==> src/rtl/bcrypt_pkg.sv <==
// bcrypt_pkg: shared state, start-code and done-code encodings for the bcrypt batch sequencer
package bcrypt_pkg;

    localparam int MAX_CORES = 16;

    localparam logic [2:0] ST_IDLE   = 3'd0;
    localparam logic [2:0] ST_CLEAR  = 3'd1;
    localparam logic [2:0] ST_LOAD   = 3'd2;
    localparam logic [2:0] ST_RUN    = 3'd3;
    localparam logic [2:0] ST_STORE  = 3'd4;
    localparam logic [2:0] ST_FINISH = 3'd5;
    localparam logic [2:0] ST_ERROR  = 3'd6;

    localparam logic [1:0] START_IDLE  = 2'd0;
    localparam logic [1:0] START_LOAD  = 2'd1;
    localparam logic [1:0] START_RUN   = 2'd2;
    localparam logic [1:0] START_STORE = 2'd3;

    localparam logic [7:0] DONE_LOAD  = 8'h01;
    localparam logic [7:0] DONE_RUN   = 8'h02;
    localparam logic [7:0] DONE_STORE = 8'hFF;

    // FINISH keeps the store code so cores hold their results until ack
    function automatic logic [1:0] start_code(input logic [2:0] st);
        return (st == ST_LOAD)                        ? START_LOAD  :
               (st == ST_RUN)                         ? START_RUN   :
               (st == ST_STORE || st == ST_FINISH)    ? START_STORE : START_IDLE;
    endfunction

endpackage

==> src/rtl/bcrypt_phase_timer.sv <==
// bcrypt_phase_timer: per-phase cycle counter; expired flags the last allowed cycle of a phase
module bcrypt_phase_timer #(
    parameter logic [31:0] TIMEOUT = 32'h0FFF_FFFF
) (
    input  logic clk,
    input  logic rst_n,
    input  logic clear,
    input  logic enable,
    output logic expired
);

    logic [31:0] count;

    // count cycles spent in the current phase, restarting on every phase entry
    always_ff @(posedge clk or negedge rst_n) begin
        if (!rst_n)
            count <= '0;
        else if (clear)
            count <= '0;
        else if (enable && count != 32'hFFFF_FFFF)
            count <= count + 32'd1;
    end

    // count holds the cycles already elapsed, so TIMEOUT-1 marks the TIMEOUT-th cycle
    assign expired = enable && (count >= TIMEOUT - 32'd1);

endmodule

==> src/rtl/bcrypt_sequencer.sv <==
// bcrypt_sequencer: steps a set of bcrypt loop cores through clear/load/run/store for one batch
module bcrypt_sequencer
    import bcrypt_pkg::*;
#(
    parameter int          NUM_CORES  = 4,
    parameter logic [31:0] TIMEOUT    = 32'h0FFF_FFFF,
    parameter int          CLR_CYCLES = 4
) (
    input  logic                   clk,
    input  logic                   rst_n,
    input  logic                   go,
    input  logic [NUM_CORES-1:0]   core_mask,
    input  logic                   ack,
    input  logic                   abort,
    output logic [2*NUM_CORES-1:0] start_o,
    input  logic [8*NUM_CORES-1:0] done_i,
    output logic                   busy,
    output logic                   irq,
    output logic                   error,
    output logic [2:0]             phase,
    output logic [31:0]            cycles
);

    localparam int CW = (CLR_CYCLES > 1) ? $clog2(CLR_CYCLES) : 1;

    logic [2:0]           state, state_nxt;
    logic [NUM_CORES-1:0] mask;
    logic [CW-1:0]        clr_cnt;
    logic                 all_load, all_run, all_store;
    logic                 in_phase, expired;
    logic [1:0]           code;

    assign in_phase = (state == ST_LOAD) || (state == ST_RUN) || (state == ST_STORE);
    assign code     = start_code(state);
    assign busy     = state != ST_IDLE;
    assign irq      = (state == ST_FINISH) || (state == ST_ERROR);
    assign phase    = state;

    // all-done reduction over enabled cores; disabled cores never block progress
    always_comb begin
        all_load  = 1'b1;
        all_run   = 1'b1;
        all_store = 1'b1;
        for (int i = 0; i < NUM_CORES; i++) begin
            if (mask[i]) begin
                all_load  = all_load  & (done_i[8*i +: 8] == DONE_LOAD);
                all_run   = all_run   & (done_i[8*i +: 8] == DONE_RUN);
                all_store = all_store & (done_i[8*i +: 8] == DONE_STORE);
            end
        end
    end

    // start code fan-out; disabled cores stay parked at 0
    always_comb begin
        start_o = '0;
        for (int i = 0; i < NUM_CORES; i++)
            start_o[2*i +: 2] = mask[i] ? code : START_IDLE;
    end

    // next state: advance beats timeout, abort beats everything outside IDLE
    always_comb begin
        state_nxt = state;
        case (state)
            ST_IDLE:   state_nxt = (go && |core_mask) ? ST_CLEAR : ST_IDLE;
            ST_CLEAR:  state_nxt = (clr_cnt == CW'(CLR_CYCLES - 1)) ? ST_LOAD : ST_CLEAR;
            ST_LOAD:   state_nxt = all_load  ? ST_RUN    : expired ? ST_ERROR : ST_LOAD;
            ST_RUN:    state_nxt = all_run   ? ST_STORE  : expired ? ST_ERROR : ST_RUN;
            ST_STORE:  state_nxt = all_store ? ST_FINISH : expired ? ST_ERROR : ST_STORE;
            ST_FINISH,
            ST_ERROR:  state_nxt = ack ? ST_IDLE : state;
            default:   state_nxt = ST_IDLE;
        endcase
        if (abort && state != ST_IDLE)
            state_nxt = ST_IDLE;
    end

    // state, latched mask, sticky error, clear-hold counter and batch cycle count
    always_ff @(posedge clk or negedge rst_n) begin
        if (!rst_n) begin
            state   <= ST_IDLE;
            mask    <= '0;
            error   <= 1'b0;
            cycles  <= '0;
            clr_cnt <= '0;
        end else begin
            state   <= state_nxt;
            clr_cnt <= (state == ST_CLEAR) ? clr_cnt + CW'(1) : '0;
            if (state == ST_IDLE && go) begin
                if (|core_mask) begin
                    mask   <= core_mask;
                    error  <= 1'b0;
                    cycles <= '0;
                end else begin
                    error  <= 1'b1;
                end
            end
            if (state_nxt == ST_ERROR && state != ST_ERROR)
                error <= 1'b1;
            if (in_phase && cycles != 32'hFFFF_FFFF)
                cycles <= cycles + 32'd1;
        end
    end

    bcrypt_phase_timer #(
        .TIMEOUT (TIMEOUT)
    ) u_timer (
        .clk     (clk),
        .rst_n   (rst_n),
        .clear   (state_nxt != state),
        .enable  (in_phase),
        .expired (expired)
    );

endmodule
==> config.mk <==
export PLATFORM = sky130hd
export DESIGN_NAME = bcrypt_sequencer
export DESIGN_NICKNAME = d
export VERILOG_FILES = /design/src/rtl/bcrypt_pkg.sv /design/src/rtl/bcrypt_phase_timer.sv /design/src/rtl/bcrypt_sequencer.sv
export SDC_FILE = /design/constraint.sdc
export NUM_CORES = 1
export LEC_CHECK = 0
export CORE_ASPECT_RATIO = 1.5
export CORE_UTILIZATION = 35
export DETAILED_ROUTE_END_ITERATION = 6
export PLACE_DENSITY = 0.61
export SYNTH_ARGS = -nofsm -noshare
export SYNTH_HDL_FRONTEND = slang
export SYNTH_SLANG_ARGS = --single-unit
==> constraint.sdc <==
create_clock -name clk -period 1.9 [get_ports clk]
set_input_delay 0.38 -clock clk [delete_from_list [all_inputs] [get_ports clk]]
set_output_delay 0.38 -clock clk [all_outputs]
set_load 0.02 [all_outputs]
; ---- After elaboration in Yosys (flattened, before gate mapping)
; Cells that the tools add are included.
[totals]
inputBits = 41
wordCells = 103
ff_bits = 74
out_inout_bits = 46
[classes]
n_bitwise = 9
n_mux = 39
n_lt_le_gt_ge = 1
eq_ne = 24
reduce_logical = 21
add_sub_neg = 3
[ops]
columns = cell, count
row1 = $mux W32, 5
row2 = $add A32 B1 Y32 const B, 2
row3 = $ne A32 B32 Y1 const B, 2
row4 = $eq A8 B1 Y1 const B, 4
row5 = $eq A8 B2 Y1 const B, 4
row6 = $eq A8 B8 Y1 const B, 4
row7 = $ge A32 B28 Y1 const B, 1
row8 = $mux W2, 11
row9 = $mux W3, 6
row10 = $pmux W3 S6, 1
row11 = $mux W1, 16
row12 = $eq A3 B3 Y1 const B, 4
row13 = $and A1 B1 Y1, 9
row14 = $reduce_bool A2 Y1, 4
row15 = $logic_and A1 B1 Y1, 7
row16 = $eq A3 B2 Y1 const B, 2
row17 = $logic_or A1 B1 Y1, 4
row18 = $reduce_and A2 Y1, 2
row19 = $reduce_or A4 Y1, 1
row20 = $eq A3 B1 Y1 const B, 1
row21 = $logic_not A3 Y1, 1
row22 = $ne A3 B3 Y1, 1
row23 = $ne A3 B3 Y1 const B, 1
row24 = $reduce_bool A3 Y1, 1
row25 = other kinds (3), 3

; ---- Depth between registers and ports, before layout
; Gate-level depths: netlist of run 1.
[depth]
ltp_word = 14
mapped_depth = 10
depth_no_buf = 8

; ---- By module
; Synthesis of run 1 repeated with hierarchy kept, for this count alone.
[unflattened]
hier_cells = 536
hier_area_um2 = 4655.7
[by_module_without_submodules]
columns = module, n_inst, seq_area_each_um2, area_per_inst_um2, cells_each
row1 = bcrypt_sequencer, 1, 1051.0, 2821.5, 333
row2 = bcrypt_phase_timer, 1, 800.8, 1834.3, 203

; ---- Worst setup path before layout of run 1
; Ideal clock, no wire load.
[synth_path]
kind = register to register
start = reg state[0], in the netlist phase[0]
end = reg u_timer.count[0]
setup_ns = 0.136
setup_slack_ns = -0.418
required_time_ns = 1.764
t_arrival_ns = 2.182
period_less_slack_ns = 2.318
path_buffers = 1
stages_incl_launch_ff = 9
cell_sequence = dfrtp_1 > or3_1 > nor2_2 > o41ai_1 > o311ai_0 > nor2_1 > o31ai_4 > buf_2 > nor3_1
[synth_between]
elab_cells_between_ends = 26
cone_classes = eq/ne: 7 / mux: 10 / reduce/logical: 9
[synth_rtl]
columns = element, line_no
row1 = start: declaration, bcrypt_sequencer.sv:26  ; logic [2:0] state, state_nxt;
row2 = start signal: assignment, bcrypt_sequencer.sv:86  ; state <= state_nxt;
row3 = $reduce_bool A3 Y1 *, n/a
row4 = named net busy, bcrypt_sequencer.sv:17  ; output logic busy,
row5 = $logic_and A1 B1 Y1 *, bcrypt_sequencer.sv:73  ; if (abort && state != ST_IDLE)
row6 = $mux W3 *, bcrypt_sequencer.sv:73
row7 = $ne A3 B3 Y1 *, bcrypt_sequencer.sv:109  ; .clear (state_nxt != state),
row8 = $mux W32 or $reduce_bool A2 Y1 (tied branches), n/a
row9 = end signal: assignment, bcrypt_phase_timer.sv:21  ; count <= count + 32'd1;
row10 = end: declaration, bcrypt_phase_timer.sv:12  ; logic [31:0] count;
; The timed path passes the listed nets; every way through them passes the cells marked *.
; A chain may end at the register's enable or synchronous reset.

; ---- Worst setup path in the final report of run 1
[layout_path]
start = in done_i[31]
end = reg u_timer.count[9]
[layout_between]
elab_chain_len = 8
elab_cells_between_ends = 17
cone_classes = eq/ne: 4 / mux: 9 / bitwise: 3 / reduce/logical: 1
[layout_rtl]
columns = element, line_no
row1 = start: declaration, bcrypt_sequencer.sv:16  ; input logic [8*NUM_CORES-1:0] done_i,
row2 = $eq A8 B8 Y1 (tied with other cells), bcrypt_sequencer.sv:48  ; all_store = all_store & (done_i[8*i +: 8] == DONE_STORE);
row3 = $and A1 B1 Y1 (on tied branches), "bcrypt_sequencer.sv:48, bcrypt_sequencer.sv:46, bcrypt_sequencer.sv:47"
row4 = $mux W1, bcrypt_sequencer.sv:45  ; if (mask[i]) begin
row5 = $mux W2 (tied with other cells), bcrypt_sequencer.sv:68  ; ST_STORE: state_nxt = all_store ? ST_FINISH : expired ? ST_ERROR : ST_STORE;
row6 = $pmux W3 S6 *, bcrypt_sequencer.sv:63  ; case (state)
row7 = $mux W3 *, bcrypt_sequencer.sv:73
row8 = $ne A3 B3 Y1 *, bcrypt_sequencer.sv:109
row9 = $mux W32 or $reduce_bool A2 Y1 (tied branches), n/a
; Mark *: on every way between the ends. The rest lies on a longest branch, timed or not.

==> metrics.md, run 1 <==
| Metric | Value |
|---|---|
| Clock Latency Late Sink | `approximately 340 ps` |
| P&R area growth vs syn | `78.3%` |
| CP arrival | `about 2300 ps` |
| Commonest cells in the netlist | `74 x dfrtp_1, 50 x nand2_1, 44 x nor3_1` |
| Worst setup margin | `-226 ps` |
| Sw Ratio | `a little under two fifths` |
| Syn_nets | `523` |
| CP dominant cell by count | `buf_6` |
| Crit path required time | `between 2000 and 2500 ps` |
| Yosys warns | `0` |
| GRT Residual Overflow | `0` |
| Global-route wire length before repair | `23800 um` |
| CTS Root Cell | `clkbuf_16` |
| Dpl cells | `840` |
| Multiplexer area fraction after synthesis | `0.930%` |
| Initial drt markers | `approximately 140` |
| Combinational power share | `a little under half` |
| Ys async rst share | `100%` |
| Final Hold Vio Count | `0` |
| Int Pwr | `between 4 and 5 mW` |
| Post-Syn Area per Cell | `around 9.0 sq um` |
| Core footprint | `between 10000 and 15000 sq um` |
| Fin crit share | `112%` |
| Via count | `4791` |
| Post-Route WL | `~15000 um` |
| Post-CTS Hold Buffers | `0` |
| Met2 WL | `about 8100 um` |
| Number of diodes | `0` |
| Top delay family on crit path | `simple AND/OR/NAND/NOR gates` |
| Crit path from | `done_i[31]` |
| Synth Area in Compound Gates | `about 13%` |
| Routed Antenna Nets | `0` |
| Gpl congestion | `between 0.8 and 0.9` |
| Hold crit path type | `input port to asynchronous set/reset pin` |
| Max Clock Freq | `approximately 470 MHz` |
| Critical path's slowest cell | `or4b_4` |
| Top layer reached by signal wires | `met4` |
| M1 WL | `approximately 5500 um` |
| Reg2Reg Launch Point | `u_timer.count[30]` |
| Full die area | `around 13000 sq um` |
| Post-synthesis adder-cell area fraction | `roughly 1.4%` |
| Flops & latches, synth | `74` |
| Vias in the first global route | `~5.1k` |
| CP max stage delay | `approximately 550 ps` |
| NetSw | `2.57 mW` |
| Filler cells | `roughly 970` |
| Buf+Inv Stages, Crit Path | `4` |
| Tmin final | `2130 ps` |
| Post-DP HPWL | `a little over 10000 um` |
| Most frequent cell after synthesis | `dfrtp_1` |
| Final setup skew | `a little under 7 ps` |
| Fin nets | `approximately 770` |
| Worst-Margin Slew | `approximately 520 ps` |
| Total GRT Usage | `about a quarter` |
| Status | `finished, violations left` |
| Sequential area share after synthesis | `~43%` |
| Worst Path Max Fanout | `8` |
| Count of final setup violators | `50` |
| H-tree depth | `3` |
| Crit-path cells | `buf_8, or4b_4, o21ai_4, nand4_1, buf_6, nand3_4, a21oi_4, o31ai_4, buf_6, buf_16, nor3_2` |
| CTS Buf Count | `9` |
| Die height | `about 140 um` |
| Post-synthesis xor/xnor area fraction | `under 10%` |
| Sink Count | `74` |
| Clock tree buffer depth | `2` |
| EDFF count, synth | `0` |
| TritonRoute pass-1 iters | `4` |
| Max Cap Viol | `0` |
| DR WL met3 | `494 um` |
| Setup CP Type | `input port to register` |
| Detailed-route wire length per cell | `about 17 um` |
| Largest family of logic cells by synthesized area | `simple AND/OR/NAND/NOR gates` |
| RSZ-0062 raised after global routing | `yes` |
| Max_slew headroom | `64.9%` |
| CP Launch Type | `input port` |
| CTS tree | `done` |
| VDD IR max | `approximately 0.79 mV` |
| Starting Density | `a little over a third` |
| Largest net degree at the start of global routing | `75` |
| Mapped Cells | `478` |
| Final hold slack | `63.4 ps` |
| # DRC | `0` |
| Non-Filler Instances | `between 800 and 900` |
| Reg clk slew, reported paths | `60 ps` |
| Synth Area in Simple Gates | `between 30% and 40%` |
| Reg power frac | `26.0%` |
| Yosys top cell by area | `dfrtp_1` |
| Mapped cell area | `around 4300 sq um` |
| Main flop type after synthesis | `dfrtp_1` |
| Slew Limit Fails | `0` |
| Leak | `3.38 nW` |
| Failing checks | `negative setup slack` |
| Distinct cell type count after synthesis | `60` |
| I/O pins | `between 80 and 90` |
| Fraction of layout cells with a size suffix above 1 | `about 50%` |
| Clock network power share | `between 20% and 30%` |
| Yosys top cell area share | `about 43%` |
| Initial antenna violation count | `0` |
| Num rows | `between 40 and 50` |
| Die Wd | `between 90 and 100 um` |
| Crit path capture type | `register` |
| PD cells | `910 nW/um^2` |
| Synth top area cells | `dfrtp_1 43%, nor3_1 5.1%, xor2_1 4.9%` |
| Number of port buffers | `between 80 and 90` |
| Via-per-instance ratio | `~5.4` |
-- per-layer routing --
layer / global-route usage, % / up-vias
met5: 0 / -
met4: 13.8 / 0
met3: 4.19 / 55
met2: 45.0 / 140
met1: 24.7 / 2317
li1: - / 2279
-- flip-flops by register name, summed over array words and instances (netlist names) --
register and cells:
mask 4, cycles 32, u_timer.count 32, clr_cnt 2, phase 3, error 1
-- worst reg2reg max path: stages, from the launching register on --
cell	delay, ps
dfrtp_1	380
or4_4	550
buf_6	140
nor2_4	110
nand3_4	90
buf_4	140
buf_4	120
buf_4	120
buf_4	120
buf_4	130
a21oi_2	150
-- what timing repair did --
item | in CTS | in global routing
endpoints found under the hold margin | 0 | 0
endpoints found under the setup margin | 69 | 78
setup buffers | 20 | 7
pin swaps | 52 | 37
gates cloned | 4 | 0
resized for setup | 265 | 67
-- cell usage in the layout (no fill, tap or decap), types with 10 or more instances in the layout --
master	n
nor2_1	16
buf_2	22
nand3_2	12
dfrtp_2	10
nand2_1	42
nand4_1	31
o21ai_0	11
o21ai_1	19
nor3_2	23
dfrtp_1	64
nand3_1	18
nor3_4	12
clkdlybuf4s50_1	37
o21ai_2	11
xor2_1	22
buf_6	22
buf_4	149
-- final cells by class --
cell class / instances / area, sq um / share of cell area (%)
flip-flops and latches: 74 / 1860 / 24.3
repair buffers: 252 / 2140 / 27.9
multi-input cells: 378 / 3120 / 40.7
well taps: 153 / 191 / 2.49
clock inverters: 7 / 93.8 / 1.22
clock buffers: 9 / 225 / 2.93
inverters: 9 / 33.8 / 0.440
-- power groups by stage --
stage / Combinational, mW / Clock, mW / Sequential [mW]
CTS: 3.25 / 1.87 / 1.81
global placement: 2.18 / 0 / 1.83
detailed placement: 2.21 / 0 / 1.83
finish: 3.33 / 1.84 / 1.82
global route: 3.50 / 1.93 / 1.83
floorplan: 1.18 / 0 / 1.92
-- kinds of logic after synthesis --
family | Yosys count
buffers and inverters | 27
muxes | 4
AOI/OAI and AO/OA | 84
DFF | 74
xor gates and xnor gates | 30
and+or+nand+nor | 254
adders and majority gates | 5
-- per-stage QoR --
step | setup TNS (ps) | cell area, sq um | util (%) | total power [mW] | setup slack (ps)
floorplan | -9680 | 4560 | - | 3.11 | -232
global placement | -34070 | 6600 | 54.9 | 4.00 | -875
detailed placement | -36810 | 6600 | 54.9 | 4.04 | -923
CTS | -8490 | 7460 | 62.1 | 6.93 | -235
global route | -12520 | 7670 | 63.9 | 7.26 | -270
finish | -8310 | 7670 | 63.9 | 6.98 | -226
-- path summary, 6_finish.rpt --
| path | end | slack, ps | depth (start not counted) |
|---|---|---|---|
| hold / removal | cycles[29] | 60 | 2 |
| min in group clk | clr_cnt[0] | 430 | 1 |
| setup / recovery | u_timer.count[9] | -230 | 11 |
| max in group asynchronous | cycles[1] | 1480 | 2 |
| setup reg to reg | phase[0] | -220 | 10 |
| hold reg to reg | clr_cnt[0] | 430 | 1 |
Power figures use the tool's default switching activity.
==> inputs of run 2 (changes only) <==
--- a/config.mk
+++ b/config.mk
@@ -8,7 +8,7 @@
 export CORE_ASPECT_RATIO = 1.5
 export CORE_UTILIZATION = 35
 export DETAILED_ROUTE_END_ITERATION = 6
-export PLACE_DENSITY = 0.61
+export PLACE_DENSITY = 0.59
 export SYNTH_ARGS = -nofsm -noshare
 export SYNTH_HDL_FRONTEND = slang
 export SYNTH_SLANG_ARGS = --single-unit
==> constraint.sdc (replaced) <==
create_clock -name clk -period 2.44 [get_ports clk]
set_input_delay 0.488 -clock clk [delete_from_list [all_inputs] [get_ports clk]]
set_output_delay 0.488 -clock clk [all_outputs]
set_load 0.02 [all_outputs]
==> metrics.md, run 2 (same netlist as run 1, synthesis figures left out) <==
| Metric | Value |
|---|---|
| Final setup skew | `9.02 ps (was 6.95 ps)` |
| Worst reg-to-reg setup slack | `130 ps (was -220 ps)` |
| Initial antenna violation count | `0 (unchanged)` |
| Number of port buffers | `86 (unchanged)` |
| Die height | `138 um (unchanged)` |
| Fraction of layout cells with a size suffix above 1 | `16.4% (was 50.3%)` |
| Count of final setup violators | `0 (was 50)` |
| Vias in the first global route | `4248 (was 5085)` |
| Reg2Reg Launch Point | `u_timer.count[30] (unchanged)` |
| Most common cell after layout, fill and taps aside | `dfrtp_1 (was buf_4)` |
| Slew Limit Fails | `0 (unchanged)` |
| Worst-Margin Slew | `503 ps (was 523 ps)` |
| P&R area growth vs syn | `40.8% (was 78.3%)` |
| Clock tree buffer depth | `2 (unchanged)` |
| GRT Residual Overflow | `0 (unchanged)` |
| Setup CP Type | `input port to register (unchanged)` |
| Cell count of the worst reg-to-reg path | `8 (was 10)` |
| Crit path required time | `2630 ps (was 2110 ps)` |
| PD cells | `757 nW/um^2 (was 910 nW/um^2)` |
| Post-Route WL | `12200 um (was 14800 um)` |
| Crit path capture type | `register (unchanged)` |
| Max Clock Freq | `just over 400 MHz` |
| Reg clk slew, reported paths | `60 ps (about the same)` |
| Sink Count | `74 (unchanged)` |
| CTS Buf Count | `9 (unchanged)` |
| Final Hold Vio Count | `0 (unchanged)` |
| Core footprint | `12000 sq um (unchanged)` |
| Starting Density | `35.8% (unchanged)` |
| Full die area | `12800 sq um (unchanged)` |
| Post-DP Area | `5560 sq um (was 6600 sq um)` |
| Leak | `2.62 nW (was 3.38 nW)` |
| Clock Latency Late Sink | `330 ps (was 340 ps)` |
| VDD IR max | `0.346 mV (was 0.791 mV)` |
| Via count | `4141 (was 4791)` |
| Reg2reg end | `u_timer.count[1] (was phase[0])` |
| Routed Antenna Nets | `0 (unchanged)` |
| Max_slew headroom | `66.5% (was 64.9%)` |
| Filler cells | `1129 (was 972)` |
| I/O pins | `87 (unchanged)` |
| Pwr Total | `4.59 mW (was 6.98 mW)` |
| Worst Path Max Fanout | `8 (unchanged)` |
| Tmin final | `roughly 2400 ps` |
| Fin nets | `643 (was 769)` |
| Commonest cells after routing, fill and taps aside | `73 x dfrtp_1, 50 x nand2_1, 44 x nor3_1, 44 x clkdlybuf4s50_1, 35 x buf_4 (was 149 x buf_4, 64 x dfrtp_1, 42 x nand2_1)` |
| Largest net degree at the start of global routing | `39 (was 75)` |
| RSZ-0062 raised after global routing | `yes (unchanged)` |
| Num rows | `49 (unchanged)` |
| Hold crit path type | `input port to asynchronous set/reset pin (unchanged)` |
| TritonRoute pass-1 iters | `5 (was 4)` |
| Total GRT Usage | `20.4% (was 23.9%)` |
| Post-CTS Hold Buffers | `0 (unchanged)` |
| Status | `completed (was finished, violations left)` |
| Max Cap Viol | `0 (unchanged)` |
| CP arrival | `2600 ps (was 2340 ps)` |
| Initial drt markers | `199 (was 142)` |
| Post-DP HPWL | `8620 um (was 10100 um)` |
| Fin crit share | `98.5%` |
| Detailed-route wire length per cell | `16.1 um (was 16.8 um)` |
| CTS tree | `done (unchanged)` |
| CP Launch Type | `input port (unchanged)` |
| Gpl congestion | `0.842 (was 0.870)` |
| # DRC | `0 (unchanged)` |
| CTS Root Cell | `clkbuf_16 (unchanged)` |
| CP max stage delay | `670 ps (was 550 ps)` |
| H-tree depth | `3 (unchanged)` |
| Via-per-instance ratio | `5.48 (was 5.43)` |
| Final instance area | `6060 sq um (was 7670 sq um)` |
| Global-route wire length before repair | `20500 um (was 23800 um)` |
| Critical path's slowest cell | `or4b_2 (was or4b_4)` |
| Die Wd | `92.5 um (unchanged)` |
| Number of diodes | `0 (unchanged)` |
| Crit-path cells | `dlygate4sd2_1, or4b_2, o21ai_1, nand4_1, o2bb2ai_1, a21o_1, o31ai_4, buf_6, buf_12, a2111oi_0 (was buf_8, or4b_4, o21ai_4, nand4_1, buf_6, nand3_4, a21oi_4, o31ai_4, buf_6, buf_16, nor3_2)` |
| Largest registers | `cycles: 32 flops, u_timer.count: 32 flops, mask: 4 flops (unchanged)` |
[run 2: area by class of cell]
cell class	instances	area, sq um	share of cell area [%]
tap	153	191	3.16
clock buffer	11	253	4.17
timing repair buffer	127	1230	20.2
clock inverter	5	52.6	0.867
multi-input combinational	377	2450	40.4
sequential	74	1850	30.6
inverter	9	33.8	0.558
[run 2: critical path: cells and delay by family]
family | cells | cell delay [ps]
buffers and inverters | 3 | 560
and+or+nand+nor | 2 | 870
AOI/OAI and AO/OA | 5 | 670
[run 2: power by group]
group          leakage, nW  switching (mW)  total (mW)  internal (mW)
combinational         1.45           0.935        1.79          0.860
clock                0.151           0.507        1.35          0.842
sequential            1.02           0.120        1.45           1.33
total                 2.62            1.56        4.59           3.03
[run 2: per-stage QoR]
step                      hold WS [ps]  std cells  setup TNS [ps]  setup slack (ps)  utilization, %
after floorplan                    192        478               0               122               -
after global placement             428        732          -15620              -484            46.3
after detailed placement           436        732          -15820              -495            46.3
after CTS                          145        753               0              15.7            49.8
after global routing               162        756           -51.8             -24.1            50.4
final                              132        756               0              36.1            50.4
[run 2: worst max-delay path by stage]
stage | slack (ps) | from | to | cells past startpoint
final | 40 | done_i[16] | u_timer.count[1] | 10
after detailed placement | -500 | done_i[0] | u_timer.count[1] | 9
after global placement | -480 | done_i[0] | u_timer.count[1] | 9
after global routing | -20 | done_i[16] | u_timer.count[1] | 10
after floorplan | 120 | phase[0] | u_timer.count[0] | 8
after CTS | 20 | done_i[3] | error | 9
[run 2: what timing repair did]
item	4_1_cts	5_1_grt
setup buffers	3	3
gates resized for setup	65	16
setup endpoints to repair	42	40
gates cloned	2	0
pin swaps	19	13
[run 2: metal layers]
layer	global-route usage [%]	share of wire (%)	routed length, um
met5	0	0	0
met4	8.25	2.1	258
met3	3.97	3.6	438
met2	37.3	53	6480
met1	23.1	41	4980
==> inputs of run 3 (changes only) <==
--- a/config.mk
+++ b/config.mk
@@ -6,8 +6,10 @@
 export NUM_CORES = 1
 export LEC_CHECK = 0
 export CORE_ASPECT_RATIO = 1.5
+export CORE_MARGIN = 3
 export CORE_UTILIZATION = 35
 export DETAILED_ROUTE_END_ITERATION = 6
+export HOLD_SLACK_MARGIN = 0.02
 export PLACE_DENSITY = 0.59
 export SYNTH_ARGS = -nofsm -noshare
 export SYNTH_HDL_FRONTEND = slang
==> metrics.md, run 3 (same netlist as run 1, synthesis figures left out) <==
| Metric | Value |
|---|---|
| Status | `finished, violations left (was completed)` |
| Failing checks | `negative setup slack` |
| Crit path required time | `2690 ps (was 2630 ps)` |
| Via-per-instance ratio | `5.51 (was 5.48)` |
| Buf+Inv Stages, Crit Path | `8 (was 3)` |
| Critical Path Stages | `12 (was 10)` |
| Core footprint | `12000 sq um (unchanged)` |
| Most common cell after layout, fill and taps aside | `dfrtp_1 (unchanged)` |
| P&R area growth vs syn | `43.8% (was 40.8%)` |
| Max Cap Viol | `0 (unchanged)` |
| VDD IR max | `0.415 mV (was 0.346 mV)` |
| Sink Count | `74 (unchanged)` |
| Reg clk slew, reported paths | `50 ps (was 60 ps)` |
| Setup CP Type | `register to register (was input port to register)` |
| Post-DP Area | `5570 sq um (was 5560 sq um)` |
| CP dominant cell by count | `buf_4` |
| Fin crit share | `100% (was 98.5%)` |
| Final hold slack | `113 ps (was 132 ps)` |
| Gpl congestion | `0.848 (was 0.842)` |
| Worst Path Max Fanout | `4 (was 8)` |
| Number of port buffers | `86 (unchanged)` |
| Critical path endpoint | `phase[0] (was u_timer.count[1])` |
| Top delay family on crit path | `buffers and inverters (was simple AND/OR/NAND/NOR gates)` |
| Hold crit path type | `input port to asynchronous set/reset pin (unchanged)` |
| Crit path from | `u_timer.count[30] (was done_i[16])` |
| CTS Root Cell | `clkbuf_16 (unchanged)` |
| CP arrival | `2700 ps (was 2600 ps)` |
| TritonRoute pass-1 iters | `4 (was 5)` |
| Max_slew headroom | `58.9% (was 66.5%)` |
| I/O pins | `87 (unchanged)` |
| Global-route wire length before repair | `20900 um (was 20500 um)` |
| Pwr Total | `4.70 mW (was 4.59 mW)` |
| GRT Residual Overflow | `0 (unchanged)` |
| Final setup skew | `6.63 ps (was 9.02 ps)` |
| Number of diodes | `0 (unchanged)` |
| Worst setup margin | `-11.1 ps (was 36.1 ps)` |
| CP max stage delay | `560 ps (was 670 ps)` |
| Post-DP HPWL | `8980 um (was 8620 um)` |
| Cell count of the worst reg-to-reg path | `12 (was 8)` |
| Leak | `2.70 nW (was 2.62 nW)` |
| Post-route setup TNS | `-11.1 ps (was 0 ps)` |
| Final Hold Vio Count | `0 (unchanged)` |
| Final instance area | `6190 sq um (was 6060 sq um)` |
| Detailed-route wire length per cell | `16.8 um (was 16.1 um)` |
| Worst-Margin Slew | `609 ps (was 503 ps)` |
| Num rows | `49 (unchanged)` |
| Commonest cells after routing, fill and taps aside | `73 x dfrtp_1, 50 x nand2_1, 46 x buf_4 (was 73 x dfrtp_1, 50 x nand2_1, 44 x nor3_1, 44 x clkdlybuf4s50_1, 35 x buf_4)` |
| Filler cells | `1126 (was 1129)` |
| Vias in the first global route | `4365 (was 4248)` |
| Die Wd | `96.5 um (was 92.5 um)` |
| RSZ-0062 raised after global routing | `yes (unchanged)` |
| CTS tree | `done (unchanged)` |
| Largest registers | `cycles: 32 flops, u_timer.count: 32 flops, mask: 4 flops (unchanged)` |
| Largest net degree at the start of global routing | `41 (was 39)` |
| Full die area | `13700 sq um (was 12800 sq um)` |
| Initial drt markers | `149 (was 199)` |
| Routed Antenna Nets | `0 (unchanged)` |
| Slew Limit Fails | `0 (unchanged)` |
| Fraction of layout cells with a size suffix above 1 | `18.3% (was 16.4%)` |
| Worst reg-to-reg setup slack | `-10 ps (was 130 ps)` |
| Die height | `142 um (was 138 um)` |
| Max Clock Freq | `408 MHz (was 416 MHz)` |
| Via count | `4219 (was 4141)` |
| Critical path's slowest cell | `or4_4 (was or4b_2)` |
| Crit-path cells | `or4_4, nor2_2, nand3_2, buf_4, buf_4, buf_4, buf_4, buf_4, buf_4, buf_4, buf_4, a21oi_2 (was dlygate4sd2_1, or4b_2, o21ai_1, nand4_1, o2bb2ai_1, a21o_1, o31ai_4, buf_6, buf_12, a2111oi_0)` |
| Starting Density | `35.8% (unchanged)` |
| H-tree depth | `3 (unchanged)` |
| Clock tree buffer depth | `2 (unchanged)` |
| Total GRT Usage | `19.4% (was 20.4%)` |
| Reg2Reg Launch Point | `u_timer.count[30] (unchanged)` |
| Clock Latency Late Sink | `330 ps (about the same)` |
| Post-Route WL | `12800 um (was 12200 um)` |
| Reg2reg end | `phase[0] (was u_timer.count[1])` |
| Tmin final | `2450 ps (was 2400 ps)` |
| Crit path capture type | `register (unchanged)` |
| # DRC | `0 (unchanged)` |
| Initial antenna violation count | `0 (unchanged)` |
| Pre-CTS setup slack | `-509 ps (was -495 ps)` |
| PD cells | `760 nW/um^2 (was 757 nW/um^2)` |
| CTS Buf Count | `9 (unchanged)` |
| Count of final setup violators | `1 (was 0)` |
| Fin nets | `654 (was 643)` |
| CP Launch Type | `register (was input port)` |
## run 3: changes by cell type in the layout (fill, tap and decap cells not counted), sizes merged
cell / delta
buf: +10
bufinv: +1
clkbuf: +2
clkinv: -2
clkinvlp: -1
dlygate4sd2: -4
dlymetal6s2s: +4
## run 3: metal layers
| metal | vias to the layer above | global-route usage, % | routed length (um) |
|---|---|---|---|
| met4 | 0 | 8.13 | 442 |
| met3 | 37 | 3.29 | 365 |
| li1 | 2044 | - | - |
| met1 | 2043 | 22.2 | 5220 |
| met5 | - | 0 | 0 |
| met2 | 95 | 34.8 | 6810 |
## run 3: stage by stage
step,cells,utilization (%)
global route,766,51.5
floorplan,478,-
global placement,733,46.3
CTS,761,50.5
detailed placement,733,46.3
finish,766,51.5
## run 3: how the worst min path moves through the flow
stage | from | end | cells past startpoint
finish | rst_n | cycles[25] | 1
global route | rst_n | cycles[25] | 1
CTS | rst_n | cycles[25] | 1
global placement | clr_cnt[0] | clr_cnt[0] | 1
detailed placement | clr_cnt[0] | clr_cnt[0] | 1
floorplan | rst_n | clr_cnt[0] | 0
## run 3: area by class of cell
class | count | area (sq um) | share of cell area [%]
multi-input combinational | 377 | 2470 | 39.9
sequential | 74 | 1850 | 29.9
timing repair buffer | 138 | 1340 | 21.6
clock buffer | 12 | 236 | 3.82
tap | 153 | 191 | 3.09
clock inverter | 3 | 65.1 | 1.05
inverter | 9 | 33.8 | 0.546
## run 3: timing repair
| action | in CTS | in global routing |
|---|---|---|
| gates cloned | 2 | 1 |
| setup endpoints to repair | 42 | 44 |
| endpoints found under the hold margin | 0 | 0 |
| buffers inserted | 11 | 4 |
| resized for setup | 61 | 29 |
| hold buffers | 0 | 0 |
| pin swaps | 18 | 17 |
## run 3: power by group
part	total, mW	switching, mW	internal [mW]	leakage [nW]
logic	1.88	0.948	0.929	1.53
registers	1.46	0.131	1.32	1.02
clock network	1.37	0.483	0.889	0.147
total	4.70	1.56	3.14	2.70
